==> config.mk <==
export PLATFORM = sky130hd
export DESIGN_NAME = clock_period_meter
export DESIGN_NICKNAME = d
export VERILOG_FILES = /design/src/rtl/clock_period_meter.sv
export SDC_FILE = /design/constraint.sdc
export NUM_CORES = 1
export LEC_CHECK = 0
export BUFFER_PORTS_ARGS = -buffer_cell sky130_fd_sc_hd__buf_2
export CAP_MARGIN = 15
export CORE_ASPECT_RATIO = 1.25
export CORE_MARGIN = 2
export CORE_UTILIZATION = 52
export CTS_CLUSTER_DIAMETER = 80
export DETAILED_ROUTE_END_ITERATION = 10
export GPL_TIMING_DRIVEN = 0
export HOLD_SLACK_MARGIN = 0.15
export PLACE_DENSITY = 0.8
export SYNTH_ARGS = -nofsm -noshare
export SYNTH_HDL_FRONTEND = slang
export SYNTH_SLANG_ARGS = --single-unit
==> constraint.sdc <==
create_clock -name clk -period 2.8 [get_ports clk]
set_input_delay 0.7 -clock clk [delete_from_list [all_inputs] [get_ports clk]]
set_output_delay 0.7 -clock clk [all_outputs]
set_load 0.03 [all_outputs]
==> src/rtl/clock_period_meter.sv <==
// rtl/clock_period_meter.sv - measures high/low/period of a slow asynchronous square wave in clk cycles.
// Reports loss of activity through timeout and captures the idle level at that point.
module clock_period_meter #(
  parameter int COUNT_WIDTH = 16,
  parameter int SYNC_STAGES = 2
) (
  input  logic                   clk,
  input  logic                   rst_n,
  input  logic                   enable,
  input  logic                   clk_in,
  output logic [COUNT_WIDTH-1:0] high_cycles,
  output logic [COUNT_WIDTH-1:0] low_cycles,
  output logic [COUNT_WIDTH:0]   period_cycles,
  output logic                   period_valid,
  output logic                   locked,
  output logic                   timeout,
  output logic                   idle_level
);

  typedef enum logic [1:0] {IDLE, ARM, HIGH, LOW} state_t;

  localparam logic [COUNT_WIDTH-1:0] CNT_MAX  = '1;
  localparam logic [COUNT_WIDTH-1:0] CNT_TRIP = {{(COUNT_WIDTH-1){1'b1}}, 1'b0};

  state_t                   state;
  logic [SYNC_STAGES-1:0]   sync_q;
  logic                     prev;
  logic [COUNT_WIDTH-1:0]   cnt;
  logic [COUNT_WIDTH-1:0]   high_tmp;
  logic                     seen_lock;

  logic                     sync_lvl;
  logic                     rise;
  logic                     fall;
  logic                     qual_edge;
  logic                     trip;
  logic [COUNT_WIDTH-1:0]   cnt_plus1;

  always_ff @(posedge clk or negedge rst_n) begin
    if (!rst_n) begin
      sync_q <= '0;
      prev   <= 1'b0;
    end else begin
      sync_q <= {sync_q[SYNC_STAGES-2:0], clk_in};
      prev   <= sync_q[SYNC_STAGES-1];
    end
  end

  always_comb begin
    sync_lvl  = sync_q[SYNC_STAGES-1];
    rise      = sync_lvl & ~prev;
    fall      = ~sync_lvl & prev;
    cnt_plus1 = cnt + 1'b1;
    qual_edge = ((state == ARM) && rise) || ((state == HIGH) && fall) ||
                ((state == LOW) && rise);
    // ARM only watches for a timeout once a lock has been achieved since enable,
    // otherwise waiting for a first edge would raise timeout spuriously.
    trip      = (cnt == CNT_TRIP) && !qual_edge &&
                ((state == HIGH) || (state == LOW) || ((state == ARM) && seen_lock));
  end

  always_ff @(posedge clk or negedge rst_n) begin
    if (!rst_n) begin
      state         <= IDLE;
      cnt           <= '0;
      high_tmp      <= '0;
      seen_lock     <= 1'b0;
      high_cycles   <= '0;
      low_cycles    <= '0;
      period_cycles <= '0;
      period_valid  <= 1'b0;
      locked        <= 1'b0;
      timeout       <= 1'b0;
      idle_level    <= 1'b0;
    end else begin
      period_valid <= 1'b0;
      if (!enable) begin
        state     <= IDLE;
        cnt       <= '0;
        locked    <= 1'b0;
        timeout   <= 1'b0;
        seen_lock <= 1'b0;
      end else begin
        if (qual_edge) begin
          cnt <= '0;
        end else if (cnt != CNT_MAX) begin
          cnt <= cnt_plus1;
        end

        case (state)
          IDLE: state <= ARM;
          ARM: begin
            if (rise) begin
              state <= HIGH;
            end
          end
          HIGH: begin
            if (fall) begin
              high_tmp <= cnt_plus1;
              state    <= LOW;
            end
          end
          LOW: begin
            if (rise) begin
              high_cycles   <= high_tmp;
              low_cycles    <= cnt_plus1;
              period_cycles <= {1'b0, high_tmp} + {1'b0, cnt_plus1};
              period_valid  <= 1'b1;
              locked        <= 1'b1;
              timeout       <= 1'b0;
              seen_lock     <= 1'b1;
              state         <= HIGH;
            end
          end
          default: state <= IDLE;
        endcase

        // cnt lands on CNT_MAX here and then saturates, so the trip fires once.
        if (trip) begin
          timeout    <= 1'b1;
          locked     <= 1'b0;
          idle_level <= sync_lvl;
          state      <= ARM;
        end
      end
    end
  end

endmodule

After elaboration in Yosys (flattened, before gate mapping)
Index checks and enable logic that the tools add are counted.
{"block": "totals", "register_bits": 91}
{"block": "classes", "n_reduce_logical": 19, "n_eq_ne": 12, "n_bitwise": 4, "add_sub_neg": 2, "muxes": 20}
{"operator": "$mux W16", "count": 3}
{"operator": "$add A16 B16 Y17", "count": 1}
{"operator": "$add A16 B1 Y16 const B", "count": 1}
{"operator": "$eq A16 B16 Y1 const B", "count": 1}
{"operator": "$ne A16 B16 Y1 const B", "count": 1}
{"operator": "$mux W1", "count": 12}
{"operator": "$ne A3 B1 Y1 const B", "count": 3}
{"operator": "$mux W2", "count": 4}
{"operator": "$reduce_and A2 Y1", "count": 4}
{"operator": "$logic_and A1 B1 Y1", "count": 6}
{"operator": "$pmux W2 S3", "count": 1}
{"operator": "$reduce_and A3 Y1", "count": 2}
{"operator": "$eq A2 B2 Y1 const B", "count": 2}
{"operator": "$logic_or A1 B1 Y1", "count": 4}
{"operator": "$ne A2 B1 Y1 const B", "count": 2}
{"operator": "$ne A4 B2 Y1 const B", "count": 1}
{"operator": "$ne A4 B4 Y1 const B", "count": 1}
{"operator": "$and A1 B1 Y1", "count": 2}
{"operator": "$eq A2 B1 Y1 const B", "count": 1}
{"operator": "$logic_not A2 Y1", "count": 1}
{"operator": "$not A1 Y1", "count": 2}
{"operator": "$reduce_or A2 Y1", "count": 1}
{"operator": "$logic_not A1 Y1", "count": 1}

Longest topological paths before layout
{"block": "depth", "word_depth": 10, "mapped_depth": 13, "ltp_nobuf": 12}

Least setup slack after synthesis
OpenSTA, ideal clock, no wires.
{"block": "synth_path", "kind": "register to register", "startpoint": "register cnt[0]", "endpoint": "register period_cycles[15]", "t_required_ns": 2.673, "n_path_buf": 1, "path_stages_with_launch": 14, "period_less_slack_ns": 2.744, "t_arrival_ns": 2.617, "slack_ns": 0.056, "cell_sequence": "dfrtp_1 ha_1 nand3_1 nor3_4 nand3_1 xor2_1 inv_1 ha_1 clkbuf_2 nand2_1 a2111oi_2 a211oi_1 mux2i_1 nand3_1"}
{"block": "synth_between", "elab_chain_cells": 2}
{"element": "start, declared", "line_no": "28", "text": "logic [COUNT_WIDTH-1:0] cnt;"}
{"element": "start signal, assigned", "line_no": "87", "text": "cnt <= cnt_plus1;"}
{"element": "$add A16 B1 Y16", "line_no": "53", "text": "cnt_plus1 = cnt + 1'b1;"}
{"element": "named net cnt_plus1[12]", "line_no": "37", "text": "logic [COUNT_WIDTH-1:0] cnt_plus1;"}
{"element": "$add A16 B16 Y17", "line_no": "107", "text": "period_cycles <= {1'b0, high_tmp} + {1'b0, cnt_plus1};"}
{"element": "end signal, assigned", "line_no": "107"}
{"element": "end, declared", "line_no": "13", "text": "output logic [COUNT_WIDTH:0] period_cycles,"}
The timed path passes the listed nets, and every way through them passes these cells.
A chain may end at the register's enable or synchronous reset.

Worst setup path after layout
{"block": "layout_path", "startpoint": "register cnt[1]", "endpoint": "register period_cycles[15]"}
The elaborated chain is that of the path after synthesis.

==> metrics <==
result of the run=completed; static power due to leakage=2.961 nW; count of warnings emitted by yosys=0; vias in the first global route=3,617; number of routed nets with antenna violations=0; number of hold violations in the final report=0; switching part of the total power=0.2751; Reg power frac=0.563; clock power share=0.347; Post-Synthesis Net Count=505; CTS Sinks=91; internal power summed over all cells=1.768 mW; Layout Nets=600; die outline height=108.5 um; antenna violations before repair=0; setup skew after layout=12.35 ps; routed wire length=11,650 um; Total Die Area=9510 sq um; Ant. Diodes=0; Final Cycle Share=0.9875; Cells after Synth=480; total grt overflow=0; unrepaired setup endpoints after global routing=yes; H-tree level count=3; startpoint-to-endpoint class of the critical path=flop to flop; overall power=2.439 mW; pin count of the biggest net entering global routing=50; total of fill cells in the finished design=668; count of pins on the block boundary=57; fraction of final layout cells sized beyond drive strength 1=0.3052; Seq/Total Area, Yosys=0.5010; largest vdd supply drop=0.3285 mV; overall global routing resource usage=0.2448; Final Setup Violations=0; drt wl/cell=16.64 um; number of vias in the routed layout=3,853; number of I/O port buffers=55; global-route wire length before repair=17,820 um; cell area after synthesis=4546 sq um; Starting Density=0.5282; arrival time of data at the critical path endpoint=3020 ps; remaining routing DRC violations=0; Die Width=87.63 um; maximum fanout along the worst path=8; flop and latch count out of synthesis=91; Row Count=38; DR pass1 iterations=5; crit path setup slack, layout=34.88 ps; Place WS=-401.3 ps; clock period minus worst slack=2765 ps; detail-routed via count per cell=5.504; min-delay worst type=input pin to asynchronous set/reset pin; TritonCTS clock tree=built; post-detailed-placement half-perimeter wirelength=7980 um; worst-case clock buffer depth=2; Power Density=424.2 nW/um^2; minimum setup slack among reg-to-reg paths=30 ps; Worst-path clk slew=90 ps; max-capacitance violation count=0; critical path data required time=3060 ps; nature of the critical path startpoint=flop; worst relative slew slack=0.6196; final weighted congestion in routability-driven placement=0.8995; post-placement cell area=5001 sq um; critical path endpoint category=flop; mean instance size in the synthesized netlist=9.470 sq um; switching component of the power=670.8 uW; Least-Margin Pin Slew=570.6 ps; share of total power in combinational logic=0.090; predominant post-synthesis flop cell=dfrtp_1; Inserted Clock Buffers=9; area of the placeable core=8606 sq um; Root Driver=clkbuf_8; share of flip-flops with an asynchronous set or reset=1.000; synthesis-to-finish area growth=26.48%; source-to-sink clock delay at the later pin of the worst-skew pair=370 ps; final non-filler cell area=5749 sq um; count of cell types in the netlist=57; Iteration-0 DRC Markers=270; fin. max-slew vios=0; number of flops mapped to enable cells by yosys=0; highest achievable clock rate=361.6 MHz
## cells in the final DEF, fill, tap and decap left out, types with 4 or more instances in the layout
master / count
xor2_1: 5
buf_2: 61
inv_1: 20
dfrtp_2: 4
ha_4: 5
mux2i_1: 5
and3_1: 4
a21oi_1: 25
clkbuf_8: 10
buf_6: 5
clkbuf_1: 8
o211ai_1: 5
xnor2_1: 6
nand2_1: 115
xor2_2: 6
nand3_1: 13
dfrtp_1: 87
buf_4: 31
xnor2_2: 6
nor2_1: 11
nand4_1: 9
ha_1: 13
o21ai_0: 46
a21oi_2: 4
## repair_timing
item,4_1_cts,5_1_grt
pin swaps,8,25
hold buffers,0,0
buffers inserted,12,16
resized for setup,28,42
setup endpoints to repair,9,10
## final cells by class
cell class / count / area (sq um) / share of cell area
tap: 120 / 150.1 / 0.02612
sequential: 91 / 2282 / 0.3970
buffer: 23 / 140.1 / 0.02437
clock buffer: 10 / 137.6 / 0.02394
clock inverter: 6 / 40.04 / 0.006964
timing repair buffer: 84 / 515.5 / 0.08966
inverter: 23 / 86.33 / 0.01502
multi-input combinational: 343 / 2397 / 0.4170
## kinds of logic (layout without fill, tap and decap cells)
| group | after synthesis | count (layout) | synth area share |
|---|---|---|---|
| buf+inv | 46 | 146 | 0.04652 |
| simple gates | 185 | 185 | 0.1894 |
| compound gates | 108 | 108 | 0.1459 |
| mux | 6 | 6 | 0.01349 |
| xor+xnor | 23 | 23 | 0.04432 |
| flops | 91 | 91 | 0.5010 |
| fa+ha+maj | 21 | 21 | 0.05946 |
## power groups by stage
stage / logic (mW) / clock network (mW) / registers, mW
after floorplan: 0.0800 / 0 / 1.43
after global placement: 0.193 / 0 / 1.40
after detailed placement: 0.202 / 0 / 1.40
after CTS: 0.215 / 0.849 / 1.37
after global routing: 0.240 / 0.900 / 1.38
final: 0.220 / 0.847 / 1.37
## metal layers
layer | wire length [um] | global-route usage | up-vias
met2 | 6005 | 0.3977 | 119
met5 | 0 | 0 | -
met4 | 285 | 0.1242 | 0
li1 | - | - | 1819
met3 | 453 | 0.04046 | 25
met1 | 4903 | 0.3136 | 1890
## state kept, by name, indices dropped and copies added (netlist names), 2 cells and up
name	count
high_tmp	16
sync_q	2
cnt	16
low_cycles	16
high_cycles	16
state	2
period_cycles	17
## path summary, 6_finish.rpt
check / start / endpoint / cells after the start
hold / removal: rst_n / cnt[5]$_DFFE_PN0P_ / 1
setup / recovery: cnt[1]$_DFFE_PN0P_ / period_cycles[15]$_DFFE_PN0P_ / 11
min in group clk: sync_q[0]$_DFF_PN0_ / sync_q[1]$_DFF_PN0_ / 0
hold reg to reg: sync_q[0]$_DFF_PN0_ / sync_q[1]$_DFF_PN0_ / 0
max in group asynchronous: rst_n / period_cycles[13]$_DFFE_PN0P_ / 2
setup reg to reg: cnt[1]$_DFFE_PN0P_ / period_cycles[15]$_DFFE_PN0P_ / 11
## Yosys cell counts, types with 2 or more instances
cell type / number / area [sq um]
a211oi_1: 3 / 22.52
a21o_1: 3 / 22.52
a21oi_1: 29 / 145.1
a31oi_1: 2 / 12.51
and3_1: 5 / 31.28
and4_1: 2 / 17.52
buf_2: 9 / 45.04
buf_6: 3 / 33.78
clkbuf_1: 8 / 30.03
dfrtp_1: 91 / 2277
ha_1: 20 / 250.2
inv_1: 22 / 82.58
mux2i_1: 5 / 50.05
nand2_1: 118 / 442.9
nand3_1: 17 / 85.08
nand4_1: 9 / 56.30
nor2_1: 14 / 52.55
nor2b_1: 3 / 18.77
nor3_1: 2 / 10.01
nor3b_1: 2 / 15.01
o211a_1: 2 / 20.02
o211ai_1: 5 / 37.54
o21a_1: 2 / 15.01
o21ai_0: 47 / 235.2
o311a_1: 2 / 20.02
o311ai_1: 2 / 17.52
or4_1: 2 / 15.01
xnor2_1: 12 / 105.1
xor2_1: 11 / 96.34
## critical path, cell delays in order, from the launching register on
cell and delay (ps):
dfrtp_1 430, nand4_1 280, nor3_4 330, nand4_1 180, xor2_2 210, inv_2 80
ha_4 340, nand2_4 80, a2111oi_4 370, a211oi_1 120, mux2i_1 150, nand3_1 90
## metrics by stage
step	TNS (ps)	hold WS [ps]	util	cells
after floorplan	0	331.2	-	480
after global placement	-1670	336.5	0.5776	655
after detailed placement	-2045	342.0	0.5811	656
after CTS	-44.40	334.4	0.6301	684
after global routing	-470.6	365.0	0.6681	700
final	0	321.2	0.6681	700
No activity file was read; power rests on OpenSTA's default activity.
